$ cat src/rtl/dcache_refill_ctl.sv
// -----------------------------------------------------------------------------
// dcache_refill_ctl
//
// Miss-handling controller for the set-associative data cache. On a miss it
// freezes the pipeline, writes a dirty victim line back to backing memory one
// word at a time, refills the missed line one word at a time, then pulses
// o_fill_done so the cache can install tag/valid and clear dirty. It owns the
// single data-side backing-memory port.
//
// Ports
//   clk, rst        : clock, asynchronous active-high reset
//   i_cache_miss    : cache reports a miss on the current access (level)
//   i_miss_addr     : byte address of the missing access
//   i_evict_dirty   : victim line is valid and dirty (writeback needed)
//   i_evict_addr    : any byte address inside the victim line
//   i_evict_data    : victim word selected by o_evict_idx (combinational read)
//   o_evict_idx     : victim word index being written back
//   o_mem_req/we    : memory request valid / 1 = write, 0 = read
//   o_mem_addr      : word-aligned memory address
//   o_mem_wdata     : memory write data
//   i_mem_ack       : memory accepts the write or returns read data this cycle
//   i_mem_rdata     : memory read data, valid with i_mem_ack during a read
//   o_fill_we/idx/data : refill write into the cache line
//   o_fill_done     : one-cycle pulse, line complete
//   o_stall         : freezes PC and all pipeline registers
// -----------------------------------------------------------------------------
module dcache_refill_ctl #(
    parameter int WORDS_PER_LINE = 16,
    parameter int ADDR_W         = 32,
    parameter int DATA_W         = 32
) (
    input  logic                              clk,
    input  logic                              rst,
    input  logic                              i_cache_miss,
    input  logic [ADDR_W-1:0]                 i_miss_addr,
    input  logic                              i_evict_dirty,
    input  logic [ADDR_W-1:0]                 i_evict_addr,
    input  logic [DATA_W-1:0]                 i_evict_data,
    output logic [$clog2(WORDS_PER_LINE)-1:0] o_evict_idx,
    output logic                              o_mem_req,
    output logic                              o_mem_we,
    output logic [ADDR_W-1:0]                 o_mem_addr,
    output logic [DATA_W-1:0]                 o_mem_wdata,
    input  logic                              i_mem_ack,
    input  logic [DATA_W-1:0]                 i_mem_rdata,
    output logic                              o_fill_we,
    output logic [$clog2(WORDS_PER_LINE)-1:0] o_fill_idx,
    output logic [DATA_W-1:0]                 o_fill_data,
    output logic                              o_fill_done,
    output logic                              o_stall
);

    localparam int IDX_W = $clog2(WORDS_PER_LINE);
    localparam int OFF_W = IDX_W + 2;   // byte offset bits within a line

    // Clears the in-line byte offset, leaving the line base.
    localparam logic [ADDR_W-1:0] LINE_MASK =
        ~((ADDR_W'(1) << OFF_W) - ADDR_W'(1));
    localparam logic [IDX_W-1:0]  LAST_IDX  = IDX_W'(WORDS_PER_LINE - 1);

    typedef enum logic [1:0] {
        S_IDLE = 2'd0,
        S_WB   = 2'd1,
        S_FILL = 2'd2,
        S_DONE = 2'd3
    } state_t;

    state_t              state_q,      state_d;
    logic [IDX_W-1:0]    cnt_q,        cnt_d;
    logic [ADDR_W-1:0]   miss_base_q,  miss_base_d;
    logic [ADDR_W-1:0]   evict_base_q, evict_base_d;

    // Byte offset of the current word. Bases have their offset bits cleared,
    // so OR-ing the offset in equals base + 4*cnt and can never carry out of
    // the line.
    logic [ADDR_W-1:0]   word_off;
    assign word_off = ADDR_W'({cnt_q, 2'b00});

    // NOTE: sequential state uses non-blocking assignments so every flop
    // samples the pre-edge values computed by the combinational block.
    always_ff @(posedge clk or posedge rst) begin
        if (rst) begin
            state_q      <= S_IDLE;
            cnt_q        <= '0;
            miss_base_q  <= '0;
            evict_base_q <= '0;
        end else begin
            state_q      <= state_d;
            cnt_q        <= cnt_d;
            miss_base_q  <= miss_base_d;
            evict_base_q <= evict_base_d;
        end
    end

    always_comb begin
        // NOTE: every signal written here gets a default first, so no path
        // through the case statement can leave one unassigned (no latches).
        state_d      = state_q;
        cnt_d        = cnt_q;
        miss_base_d  = miss_base_q;
        evict_base_d = evict_base_q;

        o_evict_idx  = '0;
        o_mem_req    = 1'b0;
        o_mem_we     = 1'b0;
        o_mem_addr   = '0;
        o_mem_wdata  = '0;
        o_fill_we    = 1'b0;
        o_fill_idx   = '0;
        o_fill_data  = '0;
        o_fill_done  = 1'b0;

        // Stall in the very cycle the miss is seen, before the FSM moves.
        o_stall      = (state_q != S_IDLE) | i_cache_miss;

        case (state_q)
            S_IDLE: begin
                // i_mem_ack is deliberately ignored here: no request is out.
                if (i_cache_miss) begin
                    miss_base_d  = i_miss_addr  & LINE_MASK;
                    evict_base_d = i_evict_addr & LINE_MASK;
                    cnt_d        = '0;
                    state_d      = i_evict_dirty ? S_WB : S_FILL;
                end
            end

            S_WB: begin
                // Request fields depend only on registered state, so they
                // stay stable until the memory acks.
                o_mem_req   = 1'b1;
                o_mem_we    = 1'b1;
                o_mem_addr  = evict_base_q | word_off;
                o_mem_wdata = i_evict_data;
                o_evict_idx = cnt_q;
                if (i_mem_ack) begin
                    if (cnt_q == LAST_IDX) begin
                        cnt_d   = '0;
                        state_d = S_FILL;
                    end else begin
                        cnt_d   = cnt_q + IDX_W'(1);
                    end
                end
            end

            S_FILL: begin
                o_mem_req  = 1'b1;
                o_mem_we   = 1'b0;
                o_mem_addr = miss_base_q | word_off;
                if (i_mem_ack) begin
                    // Read data is forwarded into the line in the ack cycle.
                    o_fill_we   = 1'b1;
                    o_fill_idx  = cnt_q;
                    o_fill_data = i_mem_rdata;
                    if (cnt_q == LAST_IDX) begin
                        cnt_d   = '0;
                        state_d = S_DONE;
                    end else begin
                        cnt_d   = cnt_q + IDX_W'(1);
                    end
                end
            end

            S_DONE: begin
                o_fill_done = 1'b1;
                state_d     = S_IDLE;
            end

            default: begin
                state_d = S_IDLE;
            end
        endcase
    end

endmodule

$ cat config.mk
export PLATFORM = sky130hd
export DESIGN_NAME = dcache_refill_ctl
export DESIGN_NICKNAME = d
export VERILOG_FILES = /design/src/rtl/dcache_refill_ctl.sv
export SDC_FILE = /design/constraint.sdc
export NUM_CORES = 1
export LEC_CHECK = 0
export ABC_CLOCK_PERIOD_IN_PS = 3400
export CORE_ASPECT_RATIO = 1.2
export CORE_UTILIZATION = 26
export DETAILED_ROUTE_END_ITERATION = 8
export PLACE_DENSITY_LB_ADDON = 0.1
export SETUP_SLACK_MARGIN = 0.3
export SLEW_MARGIN = 40
export SYNTH_ARGS = -nofsm -noshare
export SYNTH_HDL_FRONTEND = slang
export SYNTH_SLANG_ARGS = --single-unit
$ cat constraint.sdc
create_clock -name clk -period 3.4 [get_ports clk]
set_input_delay 0.34 -clock clk [delete_from_list [all_inputs] [get_ports clk]]
set_output_delay 0.34 -clock clk [all_outputs]
set_load 0.01 [all_outputs]
## Yosys cells after proc, flatten, opt, wreduce, memory -nomap -nowiden

Cells that the tools add are included.

- Add/subtract/negate cells: 1
- Eq/ne operators: 10
- Muxes and demuxes: 23
- Bitwise operators: 3
- Reductions and logical operators: 7

Operator list:

| cell | count |
|---|---|
| 2-to-1 mux 32 bit | 3 |
| OR 32 x 6 -> 32 bit | 2 |
| case mux 32 bit (2 select lines) | 1 |
| 2-to-1 mux 4 bit | 6 |
| 2-to-1 mux 2 bit | 6 |
| inequality test 2 bit (second input constant) | 5 |
| case mux 2 bit (4 select lines) | 1 |
| case mux 4 bit (2 select lines) | 1 |
| 2-to-1 mux 1 bit | 5 |
| AND reduction 5 bit | 1 |
| adder 4 x 1 -> 4 bit (second input constant) | 1 |
| == test 2 bit (second input constant) | 2 |
| == test 4 bit (second input constant) | 1 |
| nonzero test 2 bit | 2 |
| AND reduction 3 bit | 1 |
| == test 2 x 1 -> 1 bit (second input constant) | 1 |
| logical NOT 2 bit | 1 |
| inequality test 2 x 1 -> 1 bit (second input constant) | 1 |
| AND reduction 2 bit | 1 |
| OR reduction 2 bit | 1 |
| OR 1 bit | 1 |

- Bits in registers: 58
- Input port bits: 133

## Logic depth before layout (Yosys ltp)

- Depth in word-level cells: 4
- Depth in mapped cells: 6
- Depth with buffers taken out: 6

## Worst setup path after synthesis

Ideal clock, no wire load.

- Path type: register -> output
- Start: reg state_q[0]
- End: out o_mem_addr[10]
- Data arrival time: 1553 ps
- Setup slack: 1507 ps
- Stages on the path, launching flop included: 7
- Buffers on the path: 2
- Cells stage by stage: dfrtp_1 inv_1 ha_1 buf_6 clkinv_1 buf_1 nor2_1

- Word-level cells in the longest chain between the ends: 2

RTL lines:

| element | RTL line | text |
|---|---|---|
| start: declaration | 68 | `state_t state_q, state_d;` |
| start signal: assignment | 88 | `state_q <= state_d;` |
| == test 2 bit or == test 2 x 1 -> 1 bit (tied branches) | 116 | `case (state_q)` |
| case mux 32 bit (2 select lines) * | 116 |  |
| end: declaration | 42 | `output logic [ADDR_W-1:0] o_mem_addr,` |

Every way passes the cells marked *; elsewhere a longest branch is shown, timed or not.

## Worst setup path after layout

- Start: reg state_q[1]
- End: out o_mem_addr[5]

The elaborated chain is that of the path after synthesis.

==> results.txt <==
The flow ran to the end, and the final reports show no timing, DRC or antenna violations. The max-cap check violation count is 0. In this run the worst path has a maximum fanout of 27. Data arrives at the worst endpoint at 2550 ps. Counting flops with an async set or reset pin after synthesis yields a share of 100%.

TritonCTS built the clock tree. The pin slew with the least headroom to its limit is 676 ps. Counting buffers and inverters, the worst setup path is 6 cells deep.

After global routing the overflow that remains totals 0. Among cell families on the critical path, the largest total delay comes from buffers and inverters. The initial DRC count is 170. The number of buffer and inverter instances along the worst setup path is 3.

The count of unresolved DRC violations after routing is 0. The slack of the worst reg-to-reg path is 1270 ps. The core region is 12200 µm².

The average routed wire per standard cell came out at 15.5 µm. The leakage power figure came out at 0.00253 µW. Clock latency on the worst-skew pair, taken at its later pin, is 330 ps. The area added between synthesis and finish came out at 83.7%. The gate count after technology mapping came out at 313. The worst setup path endpoint is o_mem_addr[5]. Between clock sinks in the finished design, the worst skew comes to 6.90 ps. The path class of the tightest hold or removal check is input port to asynchronous set/reset pin. The critical path startpoint is state_q[1]. Setup repair after global routing could not meet its margin everywhere. The share of the cycle needed by the critical path after routing came out at 84.9%. The power density over the cells came out at 803 nW/µm². The post-synth design cell area is 3270 µm². In the layout the commonest cells are sky130_fd_sc_hd__clkdlybuf4s50_1 (226), sky130_fd_sc_hd__dfrtp_1 (58), sky130_fd_sc_hd__mux2_2 (52), sky130_fd_sc_hd__and3_1 (39), sky130_fd_sc_hd__and2_1 (37). The type of origin of the critical path is a flop.

The initial antenna violation count is 0. The placer's final routability congestion estimate came out at 0.738. 0 antenna diodes ended up in the layout. The delay contributed by the slowest stage of the critical path is 540 ps. The tree is rooted in a sky130_fd_sc_hd__clkbuf_16. The via count of the first global-routing pass was 3283.

Walking the worst path, the cells encountered are inv_1 -> ha_2 -> buf_4 -> or2_2 -> and3_1 -> clkdlybuf4s50_1. The largest individual stage delay along the critical path comes from the cell sky130_fd_sc_hd__clkdlybuf4s50_1. The required time of the critical path came out at 3060 ps. The worst max-slew margin expressed relative to the limit came out at 54.9%. Cells with a size suffix above 1 make up 15.7% of the layout.

The maximum number of pins on one net before global-route repair is 53. In this run the vertical extent of the chip is 125 µm. In this run the critical register-to-register path is launched from state_q[1]. The number of slew-limit violations in the final report was 0. Summed over all layers, the routed wires come to 10800 µm. The overall track demand over capacity in global routing is 16.9%. The worst hold margin came out at 419 ps. The synthesized flop and latch total is 58. The HPWL reported at the end of detailed placement came out at 8010 µm. For this run, the detailed router's first-pass iteration total came to 4. The shortest period the worst path allows came out at 2890 ps. The first global-routing pass estimated 17400 µm of wire. Setup violations remaining at the end of the flow were counted as 0. The clock buffer count from CTS is 9. The endpoint identified for the worst register-to-register timing path is state_q[1]. STA classifies the critical path endpoint as a primary output. Static timing analysis puts the maximum clock frequency at 347 MHz.

The leading cell type in the layout, fill and taps excluded is sky130_fd_sc_hd__clkdlybuf4s50_1. The depth of the worst register-to-register path is 6. Counting along the longest clock path gives a buffer depth of 2. For this block, the via count after detailed routing is 3178.

The net count reported at finish is 672. The peak ir drop on the vdd network came out at 0.373 mV. After clock tree synthesis, the clock-pin slew on the worst setup and hold paths is 50 ps. After floorplanning, the core was divided into 44 placement rows. The I/O pin total came out at 242. The sequential cell area fraction in the yosys report is 44.3%. The total number of clock tree sinks came out at 58. The number of nets with antenna violations after routing is 0. The number of I/O port buffers is 227. The aggregate negative setup slack came out at 0 ps. The number of synthesis warnings came out at 0. The number of H-tree levels came out at 3. The final-report hold violation count came out at 0.

The most used flip-flop cell after synthesis is sky130_fd_sc_hd__dfrtp_1. The via density per instance came out at 4.56. The average footprint of a synthesized cell is 10.5 µm². The initial utilization of the core area, before any placement, comes to 26.9%. The x dimension of the die came out at 104 µm.

The number of different library cells used by synthesis comes to 29. The start-to-end type of the worst setup path is flop to primary output. The synthesized design contains 0 enable-type register cells.

The die covers 13000 µm².
-- kinds of logic (layout without fill, tap and decap cells) --
group           after synthesis  in the layout  synth area share [%]
buf+inv                      35            257                  4.74
compound gates               36             36                  8.30
fa+ha+maj                     8              8                  3.06
mux                          57             57                  19.5
flops                        58             58                  44.3
simple gates                118            118                  20.0
other cells                   1              2                 0.115
-- worst register-to-register path, stage by stage (launching register included) --
cell	delay, ps
sky130_fd_sc_hd__dfrtp_1	420
sky130_fd_sc_hd__inv_1	140
sky130_fd_sc_hd__ha_2	420
sky130_fd_sc_hd__buf_4	360
sky130_fd_sc_hd__nor2_1	110
sky130_fd_sc_hd__o221ai_2	210
sky130_fd_sc_hd__mux2_1	350
-- worst min-delay path by stage --
stage                     startpoint          endpoint  slack (ps)  depth (start not counted)
floorplan           evict_base_q[22]  evict_base_q[22]         480                          1
detailed placement  evict_base_q[18]  evict_base_q[18]         490                          1
finish                           rst   miss_base_q[28]         420                          2
global route                     rst  evict_base_q[28]         480                          2
CTS                              rst   miss_base_q[29]         440                          2
global placement    evict_base_q[28]  evict_base_q[28]         490                          1
-- metrics by stage --
step,std cells,power (µW),util (%),setup slack (ps),area (µm²)
floorplan,314,2700,-,1510,3280
finish,697,4830,49.4,515,6010
detailed placement,681,3940,46.8,565,5690
global placement,681,3890,46.8,561,5690
global route,697,5170,49.4,299,6010
CTS,697,4900,49.4,373,6010
-- flip-flops by register name, summed over array words and instances (netlist names) --
signal        flops
evict_base_q     26
miss_base_q      26
cnt_q             4
state_q           2
-- power breakdown --
group	internal (µW)	total [µW]	switching (µW)	leakage [µW]
sequential	1050	1250	199	0.000688
combinational	1450	2650	1190	0.00169
clock	628	932	305	0.000152
-- per-layer routing --
layer | routed length, µm | part of all wire, % | track usage (%) | vias up
met4 | 236 | 2.2 | 7.56 | 0
met3 | 946 | 8.7 | 4.81 | 18
li1 | - | - | - | 1519
met5 | 0 | 0 | 0 | -
met2 | 5390 | 50 | 29.7 | 142
met1 | 4240 | 39 | 18.8 | 1499
-- cells in the mapped netlist (all sizes together) (2+ instances only) --
cell    count  share of area [%]
clkbuf     13                1.5
mux2       53                 18
nand3       2               0.31
or2         2               0.38
and2       37                7.1
and3       39                7.5
buf        15                2.4
nand2b      2               0.38
ha          8                3.1
o31ai       2               0.46
inv         6               0.69
o21ai       6               0.92
nand2       3               0.34
dfrtp      58                 44
mux2i       4                1.2
nor2       30                3.4
a22oi      26                6.0
-- cell type report --
| class | count | area (µm²) |
|---|---|---|
| Sequential cell | 58 | 1450 |
| Multi-Input combinational cell | 221 | 1680 |
| Clock inverter | 3 | 46.3 |
| Inverter | 7 | 30.0 |
| Fill cell | 1162 | 6150 |
| Timing Repair Buffer | 234 | 2330 |
| Clock buffer | 13 | 270 |
| Tap cell | 161 | 201 |
-- repair_timing --
action	CTS	global route
buffers inserted	0	0
gates cloned	0	0
resized for setup	1	1
hold buffers	0	0
setup endpoints to repair	19	10
No activity file was read; power rests on OpenSTA's default activity.
